`src/rtl/otter_cu_fsm_if.sv`:
```
// Control-unit bundle: decoder/datapath side is master, the sequencing FSM is slave.
// mem_ready exists only when OTTER_MEM_WAIT_EN is defined.
interface otter_cu_fsm_if;
    logic [6:0] opcode;
    logic [2:0] funct3;
    logic       intr;
`ifdef OTTER_MEM_WAIT_EN
    logic       mem_ready;
`endif
    logic       PCWrite;
    logic       regWrite;
    logic       memWE2;
    logic       memRDEN1;
    logic       memRDEN2;
    logic       reset;
    logic       csr_WE;
    logic       int_taken;
    logic       mret_exec;
    logic [2:0] state;

`ifdef OTTER_MEM_WAIT_EN
    modport master (
        output opcode, funct3, intr, mem_ready,
        input  PCWrite, regWrite, memWE2, memRDEN1, memRDEN2,
        input  reset, csr_WE, int_taken, mret_exec, state
    );
    modport slave (
        input  opcode, funct3, intr, mem_ready,
        output PCWrite, regWrite, memWE2, memRDEN1, memRDEN2,
        output reset, csr_WE, int_taken, mret_exec, state
    );
`else
    modport master (
        output opcode, funct3, intr,
        input  PCWrite, regWrite, memWE2, memRDEN1, memRDEN2,
        input  reset, csr_WE, int_taken, mret_exec, state
    );
    modport slave (
        input  opcode, funct3, intr,
        output PCWrite, regWrite, memWE2, memRDEN1, memRDEN2,
        output reset, csr_WE, int_taken, mret_exec, state
    );
`endif
endinterface

```
`src/rtl/otter_cu_fsm.sv`:
```
// OTTER multicycle control FSM: 2 cycles per instruction, 3 for loads, +1 for interrupt entry.
// OTTER_MEM_WAIT_EN adds mem_ready stalls in FETCH and in load/store EXEC; RST overrides any stall.
module otter_cu_fsm #(
    parameter int INIT_CYCLES = 1
) (
    input  logic          CLK,
    input  logic          RST,
    otter_cu_fsm_if.slave bus
);
    localparam logic [2:0] ST_INIT  = 3'd0;
    localparam logic [2:0] ST_FETCH = 3'd1;
    localparam logic [2:0] ST_EXEC  = 3'd2;
    localparam logic [2:0] ST_WB    = 3'd3;
    localparam logic [2:0] ST_INTR  = 3'd4;

    localparam logic [6:0] OP_LOAD   = 7'b0000011;
    localparam logic [6:0] OP_STORE  = 7'b0100011;
    localparam logic [6:0] OP_BRANCH = 7'b1100011;
    localparam logic [6:0] OP_REG    = 7'b0110011;
    localparam logic [6:0] OP_IMM    = 7'b0010011;
    localparam logic [6:0] OP_LUI    = 7'b0110111;
    localparam logic [6:0] OP_AUIPC  = 7'b0010111;
    localparam logic [6:0] OP_JAL    = 7'b1101111;
    localparam logic [6:0] OP_JALR   = 7'b1100111;
    localparam logic [6:0] OP_SYS    = 7'b1110011;

    localparam logic [3:0] INIT_LAST = 4'(INIT_CYCLES - 1);

    logic [2:0] state_q, state_d;
    logic [3:0] init_cnt_q, init_cnt_d;
    logic       mem_rdy;
    logic       is_load, is_store;

`ifdef OTTER_MEM_WAIT_EN
    assign mem_rdy = bus.mem_ready;
`else
    assign mem_rdy = 1'b1;
`endif

    assign is_load  = (bus.opcode == OP_LOAD);
    assign is_store = (bus.opcode == OP_STORE);

    always_ff @(posedge CLK) begin
        if (RST) begin
            state_q    <= ST_INIT;
            init_cnt_q <= 4'd0;
        end else begin
            state_q    <= state_d;
            init_cnt_q <= init_cnt_d;
        end
    end

    always_comb begin
        state_d    = ST_INIT;
        init_cnt_d = 4'd0;
        case (state_q)
            ST_INIT: begin
                if (init_cnt_q == INIT_LAST) begin
                    state_d = ST_FETCH;
                end else begin
                    state_d    = ST_INIT;
                    init_cnt_d = init_cnt_q + 4'd1;
                end
            end
            ST_FETCH: state_d = mem_rdy ? ST_EXEC : ST_FETCH;
            ST_EXEC: begin
                // A load never samples intr here: its last cycle is WB.
                if (is_load)
                    state_d = mem_rdy ? ST_WB : ST_EXEC;
                else if (is_store && !mem_rdy)
                    state_d = ST_EXEC;
                else
                    state_d = bus.intr ? ST_INTR : ST_FETCH;
            end
            ST_WB:   state_d = bus.intr ? ST_INTR : ST_FETCH;
            ST_INTR: state_d = ST_FETCH;
            default: state_d = ST_INIT;
        endcase
    end

    logic pc_write, reg_write, mem_we2, mem_rden1, mem_rden2;
    logic dp_reset, csr_we, int_tkn, mret_ex;

    always_comb begin
        pc_write  = 1'b0;
        reg_write = 1'b0;
        mem_we2   = 1'b0;
        mem_rden1 = 1'b0;
        mem_rden2 = 1'b0;
        dp_reset  = 1'b0;
        csr_we    = 1'b0;
        int_tkn   = 1'b0;
        mret_ex   = 1'b0;
        case (state_q)
            ST_INIT:  dp_reset  = 1'b1;
            ST_FETCH: mem_rden1 = 1'b1;
            ST_EXEC: begin
                case (bus.opcode)
                    OP_LOAD:  mem_rden2 = 1'b1;
                    OP_STORE: begin
                        mem_we2  = 1'b1;
                        pc_write = mem_rdy;
                    end
                    OP_BRANCH: pc_write = 1'b1;
                    OP_REG, OP_IMM, OP_LUI, OP_AUIPC, OP_JAL, OP_JALR: begin
                        pc_write  = 1'b1;
                        reg_write = 1'b1;
                    end
                    OP_SYS: begin
                        pc_write = 1'b1;
                        if (bus.funct3 == 3'b000) begin
                            mret_ex = 1'b1;
                        end else if (bus.funct3 == 3'b001 || bus.funct3 == 3'b010 ||
                                     bus.funct3 == 3'b011) begin
                            reg_write = 1'b1;
                            csr_we    = 1'b1;
                        end
                    end
                    default: pc_write = 1'b1;
                endcase
            end
            ST_WB: begin
                reg_write = 1'b1;
                pc_write  = 1'b1;
            end
            ST_INTR: begin
                int_tkn  = 1'b1;
                pc_write = 1'b1;
            end
            default: ;
        endcase
    end

    assign bus.PCWrite   = pc_write;
    assign bus.regWrite  = reg_write;
    assign bus.memWE2    = mem_we2;
    assign bus.memRDEN1  = mem_rden1;
    assign bus.memRDEN2  = mem_rden2;
    assign bus.reset     = dp_reset;
    assign bus.csr_WE    = csr_we;
    assign bus.int_taken = int_tkn;
    assign bus.mret_exec = mret_ex;
    assign bus.state     = state_q;
endmodule

```
`src/flat_wrapper.sv`:
```
// flat-port wrapper written by rule: the top's interface ports become plain ports
module otter_cu_fsm_flat 
#(
    parameter int INIT_CYCLES = 1
)
  (CLK, RST, bus_opcode, bus_funct3, bus_intr, bus_PCWrite, bus_regWrite, bus_memWE2, bus_memRDEN1, bus_memRDEN2, bus_reset, bus_csr_WE, bus_int_taken, bus_mret_exec, bus_state);
  otter_cu_fsm_if bus_i ();
  input  logic CLK;
  input  logic RST;
  input wire logic [$bits(bus_i.opcode)-1:0] bus_opcode;
  input wire logic [$bits(bus_i.funct3)-1:0] bus_funct3;
  input wire logic [$bits(bus_i.intr)-1:0] bus_intr;
  output wire logic [$bits(bus_i.PCWrite)-1:0] bus_PCWrite;
  output wire logic [$bits(bus_i.regWrite)-1:0] bus_regWrite;
  output wire logic [$bits(bus_i.memWE2)-1:0] bus_memWE2;
  output wire logic [$bits(bus_i.memRDEN1)-1:0] bus_memRDEN1;
  output wire logic [$bits(bus_i.memRDEN2)-1:0] bus_memRDEN2;
  output wire logic [$bits(bus_i.reset)-1:0] bus_reset;
  output wire logic [$bits(bus_i.csr_WE)-1:0] bus_csr_WE;
  output wire logic [$bits(bus_i.int_taken)-1:0] bus_int_taken;
  output wire logic [$bits(bus_i.mret_exec)-1:0] bus_mret_exec;
  output wire logic [$bits(bus_i.state)-1:0] bus_state;
  assign bus_i.opcode = bus_opcode;
  assign bus_i.funct3 = bus_funct3;
  assign bus_i.intr = bus_intr;
  assign bus_PCWrite = bus_i.PCWrite;
  assign bus_regWrite = bus_i.regWrite;
  assign bus_memWE2 = bus_i.memWE2;
  assign bus_memRDEN1 = bus_i.memRDEN1;
  assign bus_memRDEN2 = bus_i.memRDEN2;
  assign bus_reset = bus_i.reset;
  assign bus_csr_WE = bus_i.csr_WE;
  assign bus_int_taken = bus_i.int_taken;
  assign bus_mret_exec = bus_i.mret_exec;
  assign bus_state = bus_i.state;
  otter_cu_fsm #(.INIT_CYCLES(INIT_CYCLES)) u_core (.CLK(CLK), .RST(RST), .bus(bus_i));
endmodule
```
`config.mk`:
```
export PLATFORM = sky130hd
export DESIGN_NAME = otter_cu_fsm_flat
export DESIGN_NICKNAME = d
export VERILOG_FILES = /design/src/rtl/otter_cu_fsm_if.sv /design/src/rtl/otter_cu_fsm.sv /design/src/flat_wrapper.sv
export SDC_FILE = /design/constraint.sdc
export NUM_CORES = 1
export LEC_CHECK = 0
export ABC_AREA = 1
export CAP_MARGIN = 40
export CORE_AREA = 2 2 39 41
export DETAILED_ROUTE_END_ITERATION = 7
export DIE_AREA = 0 0 41 43
export DONT_BUFFER_PORTS = 1
export PLACE_DENSITY = 0.55
export SLEW_MARGIN = 10
export SYNTH_ARGS = -nofsm -noshare
export SYNTH_HDL_FRONTEND = slang
export SYNTH_SLANG_ARGS = --single-unit
```
`constraint.sdc`:
```
create_clock -name CLK -period 2.05 [get_ports CLK]
set_input_delay 0.41 -clock CLK [delete_from_list [all_inputs] [get_ports CLK]]
set_output_delay 0.41 -clock CLK [all_outputs]
set_load 0.1 [all_outputs]
```
==> run summary, run 1 <==
Ports: 25
synthesis-stage register bit count: 7
Post-Place Cells: 107
crit path kind: reg2out
number of port buffers: 0
GRT Residual Overflow: 0
Mapped Cells: 79
Pins Over Slew Limit: 0
wire per inst: 9.07 µm
CTS tree: done
post-route ant nets: 0
post-synthesis async set-or-reset flop share: 0
Period minus WS final: 1.80 ns
Post-synth top flop: dfxtp_1
Mapped Area: 513 µm²
full die area: 0.00176 mm²
ranking of synthesized cells by area: dfxtp_1, nor2_1, nand2_1, nand3_1, inv_1
Yosys top cell by area: dfxtp_1
hold crit path type: in2reg
htree depth: 1
Tcrit/Tclk final: 0.880
Leak: 0.344 nW
Max Cap Viol: 0
Area growth, synth to finish: 53.4%
TritonCTS Buffers: 3
gpl congestion: 0.698
Cell variety after synth: 19
Clk pin slew, worst setup/hold paths: 0.05 ns
worst-margin pin slew: 0.312 ns
Clk Latency, worst-skew pair: 0.25 ns
DRT iter0 DRCs: 5
slew margin rel.: 0.792
Syn Nets: 94
largest net degree at the start of global routing: 6
post_cts resized: 0
# setup viols final: 0
row cnt: 14
Worst setup SP type: register
PwrDens: 591 mW/mm²
Final HPWL DP: 907 µm
total negative slack: 0 ns
first-pass GRT wire length: 1790 µm
Total GRT Usage: 0.145
Synth top area share: 0.273
initial antenna violation count: 0
unrepaired setup endpoints after global routing: false
Critical Path Source: u_core.bus.state[0]
share of post-route cells with drive strength above 1: 0.379
most frequent cells after synthesis: nor2_1, nand2_1, inv_1
DRC: 0
Layout Nets: 111
yosys warns: 0
Die Y-Extent: 43 µm
vias per inst: 4.57
Peak VDD IR: 0.374 mV
CTS max path bufs: 2
hold_sp: RST
Routed WL: 1010 µm
Finished Layout Cells: 111
cell with the most instances after synthesis: nor2_1
Core ar.: 0.00138 mm²
Fmax: 554 MHz
Post-synth EDFFs: 0
antenna cell count: 0
vias in the first global route: 479
Worst Path Max Fanout: 5
Die X-Extent: 41 µm
Setup Buffers After CTS: 0
first drt pass iteration count: 3
clock sinks: 7
CTS root buf: clkbuf_4
FF-to-FF Start: u_core.bus.state[2]
Worst setup EP type: output pin
Avg Cell Area, Syn: 6.49 µm²
CTS Hold Bufs: 0
status: completed
Initial Utilization: 0.371
via count: 507
Final Skew: 0.000660 ns
Final Hold Viols: 0
Crit path required time: 1.64 ns
crit path DAT: 1.39 ns
sequential area share after synthesis: 0.273
cell families after synthesis:
group	after synthesis	synth area share
adder cells (fa/ha/maj)	2	0.0488
XOR/XNOR	2	0.0342
AND/OR/NAND/NOR	51	0.498
flip-flops	7	0.273
AO/OA/AOI/OAI	3	0.0439
buffers and inverters	14	0.102
cells in the final DEF (no fill, tap or decap), drive strengths merged, types with 2 or more instances in the layout:
cell type  Yosys  routed
clkbuf         0       4
a21oi          2       2
nand3         12      12
inv           14      14
nor3           2       2
nor2          19      19
ha             2       2
nand2         16      16
buf            0      12
dfxtp          7       7
sequential cells by signal, indices dropped and copies added (netlist names):
register and count:
u_core.bus.state 3, u_core.init_cnt_q 4
path summary, 6_finish.rpt:
| kind | to | slack (ns) | cells after the start |
|---|---|---|---|
| worst max-delay path | bus_regWrite | 0.25 | 4 |
| worst min-delay path | u_core.bus.state[1] | 0.21 | 1 |
| worst max register to register | u_core.init_cnt_q[3] | 0.73 | 5 |
| worst min register to register | u_core.init_cnt_q[0] | 0.46 | 1 |
layer usage:
layer	wire [µm]	GRT usage	vias up	part of all wire
met3	104	0.0681	0	0.10
met4	0	0.0200	0	0
met2	428	0.216	21	0.43
met1	474	0.193	209	0.47
met5	0	0	-	0
li1	-	-	277	-
final cells by class:
| type | count | area [µm²] |
|---|---|---|
| Timing Repair Buffer | 12 | 190 |
| Sequential cell | 7 | 144 |
| Fill cell | 134 | 597 |
| Clock buffer | 4 | 26.3 |
| Tap cell | 16 | 20.0 |
| Inverter | 14 | 52.6 |
| Multi-Input combinational cell | 58 | 354 |
report_power, final:
part	leakage [nW]	internal (W)	switching [W]
Combinational	0.272	0.0000512	0.000142
Clock	0.0150	0.0000741	0.0000481
Sequential	0.0580	0.000142	0.00000822
critical path, stage by stage (launching register included):
cell and delay (ns):
dfxtp_2 0.41, buf_4 0.33, nand3_1 0.14, nand2_2 0.10
buf_12 0.17
per-stage QoR:
| step | area, µm² | hold WS, ns | total power [W] | setup slack [ns] | util |
|---|---|---|---|---|---|
| 2_1_floorplan | 551 | 0.430 | 0.000301 | -0.0147 | - |
| 3_3_place_gp | 761 | 0.443 | 0.000346 | 0.394 | 0.550 |
| 3_5_place_dp | 761 | 0.455 | 0.000347 | 0.374 | 0.550 |
| 4_1_cts | 787 | 0.202 | 0.000473 | 0.236 | 0.569 |
| 5_1_grt | 787 | 0.193 | 0.000493 | 0.166 | 0.569 |
| 6_report | 787 | 0.210 | 0.000465 | 0.246 | 0.569 |
(Power assumes the default switching activity.)
==> run 2: changes to the inputs <==
- PLACE_DENSITY: 0.55 -> 0.57
- SKIP_LAST_GASP: unset -> 1
- clock period: 2.05 -> 1.5 ns (I/O delays scaled with it)
==> run 2 against run 1 <==
Compared with the run above:
- the run now ends with setup timing left
- cell count grew 5.4%
- non-clock buffer count grew 6
- register-to-register slack lost 0.35 ns
- core utilization grew 11 points
- clock skew grew 0.0011 ns
==> run summary, run 2 (synthesis gave the netlist of run 1 again) <==
GRT Residual Overflow: 0 (unchanged)
first drt pass iteration count: 4 (+1)
Post-Place Cells: 105 (-1.9%)
row cnt: 14 (unchanged)
slowest CP cell: dfxtp_4
final core occ: 0.679 (+0.110)
Reg2Reg Depth: 7 (+2)
Layout Nets: 117 (+5.4%)
crit path kind: reg2out
CP cell instances: inv_1, nor2_4, nand3_2, nor2_4, buf_12
slew margin rel.: 0.793 (about the same)
Finished Layout Cells: 117 (+5.4%)
Critical Path Source: u_core.bus.state[1]
Core ar.: 0.00138 mm² (unchanged)
Leak: 0.371 nW (+7.8%)
CTS root buf: clkbuf_4
Largest register FFs: 4 (unchanged)
htree depth: 1 (unchanged)
CTS max path bufs: 2 (unchanged)
Final Skew: 0.00174 ns (+0.00108 ns)
DRC: 0 (unchanged)
Final Hold Viols: 0 (unchanged)
Worst setup SP type: register
worst-margin pin slew: 0.311 ns (-0.000719 ns)
Period minus WS final: 1.58 ns
gpl congestion: 0.817 (+17%)
Die X-Extent: 41 µm (unchanged)
CTS tree: done
Initial Utilization: 0.371 (unchanged)
FF-to-FF Start: u_core.bus.state[2]
Area growth, synth to finish: 83.2%
Routed WL: 1200 µm (+19%)
unrepaired setup endpoints after global routing: true
crit path DAT: 1.28 ns (-0.11 ns)
hold crit path type: in2reg
Total GRT Usage: 0.163 (+0.0175)
Worst Path Max Fanout: 4 (-1)
CTS Hold Bufs: 0 (unchanged)
number of port buffers: 0 (unchanged)
Peak VDD IR: 0.571 mV (+53%)
PwrDens: 733 mW/mm² (+24%)
post-route cell area: 940 µm² (+19%)
# setup viols final: 8 (+8)
initial antenna violation count: 0 (unchanged)
post-route ant nets: 0 (unchanged)
via count: 557 (+9.9%)
first-pass GRT wire length: 1970 µm (+10%)
CP peak stage delay: 0.36 ns (-0.05 ns)
Final Total Pwr: 0.000688 W (+48%)
status: finished, violations left
violated checks: setup timing
largest net degree at the start of global routing: 6 (unchanged)
Clk pin slew, worst setup/hold paths: 0.05 ns (about the same)
vias per inst: 4.76 (+4.2%)
CP endpoint: bus_memWE2
Final HPWL DP: 949 µm (+4.7%)
vias in the first global route: 499 (+4.2%)
wire per inst: 10.2 µm (+13%)
Clk Latency, worst-skew pair: 0.26 ns (about the same)
Die Y-Extent: 43 µm (unchanged)
Hold Slack: 0.0889 ns (-0.121 ns)
Largest Register: u_core.init_cnt_q
Placed Area: 798 µm² (+4.9%)
Fmax: 632 MHz
Crit Reg-Reg Endpoint: u_core.bus.state[0]
clock sinks: 7 (unchanged)
Crit path required time: 1.20 ns (-0.44 ns)
Ports: 25 (unchanged)
full die area: 0.00176 mm² (unchanged)
antenna cell count: 0 (unchanged)
Tcrit/Tclk final: 1.05
DRT iter0 DRCs: 5 (unchanged)
Worst setup EP type: output pin
Pins Over Slew Limit: 0 (unchanged)
share of post-route cells with drive strength above 1: 0.535 (+0.156)
Max Cap Viol: 0 (unchanged)
setup slack, reg-to-reg: 0.38 ns (-0.35 ns)
cell mode on critical path: nor2_4
final worst slack: -0.0823 ns (-0.329 ns)
commonest non-fill, non-tap cells in the layout: nor2_1, buf_4, nand2_1
TritonCTS Buffers: 3 (unchanged)
-- run 2: worst min path at each step --
| stage | from | end | slack [ns] | depth (start not counted) |
|---|---|---|---|---|
| floorplan | RST | u_core.bus.state[0] | 0.35 | 1 |
| global placement | RST | u_core.bus.state[0] | 0.35 | 1 |
| detailed placement | RST | u_core.bus.state[0] | 0.36 | 1 |
| CTS | RST | u_core.bus.state[0] | 0.08 | 1 |
| global route | RST | u_core.bus.state[1] | 0.08 | 1 |
| finish | RST | u_core.bus.state[1] | 0.09 | 1 |
-- run 2: area by class of cell --
cell class	instances	area, µm²
clock buffer	4	26.3
fill	113	444
inverter	14	80.1
multi-input combinational	58	439
sequential	7	151
tap	16	20.0
timing repair buffer	18	223
-- run 2: repair_timing --
item / 4_1_cts / 5_1_grt
setup endpoints to repair: 7 / 9
pin swaps: 5 / 5
gates resized for setup: 2 / 9
cloned: 0 / 0
setup buffers: 6 / 2
-- run 2: critical path, delay by kind of cell (launching register included) --
kind	cells	cell delay, ns
buffers and inverters	2	0.31
DFF	1	0.36
and+or+nand+nor	3	0.36
-- run 2: metal layers --
| metal | share of wire | global-route usage | wire (µm) | vias to the layer above |
|---|---|---|---|---|
| met1 | 0.40 | 0.191 | 480 | 244 |
| met5 | 0 | 0 | 0 | - |
| met4 | 0.023 | 0.120 | 28 | 0 |
| met2 | 0.52 | 0.250 | 626 | 16 |
| met3 | 0.050 | 0.0262 | 60 | 3 |
| li1 | - | - | - | 294 |
-- run 2: report_power, final --
group / leakage [nW] / total, W / switching [W] / internal (W)
Combinational: 0.298 / 0.000312 / 0.000217 / 0.0000949
Sequential: 0.0589 / 0.000203 / 0.0000111 / 0.000192
Clock: 0.0150 / 0.000174 / 0.0000723 / 0.000102
Total: 0.371 / 0.000688 / 0.000300 / 0.000388
-- run 2: per-stage QoR --
stage	setup WS, ns	TNS [ns]
2_1_floorplan	-0.222	-0.993
3_3_place_gp	0.112	0
3_5_place_dp	0.0887	0
4_1_cts	-0.113	-0.588
5_1_grt	-0.151	-0.973
6_report	-0.0823	-0.480
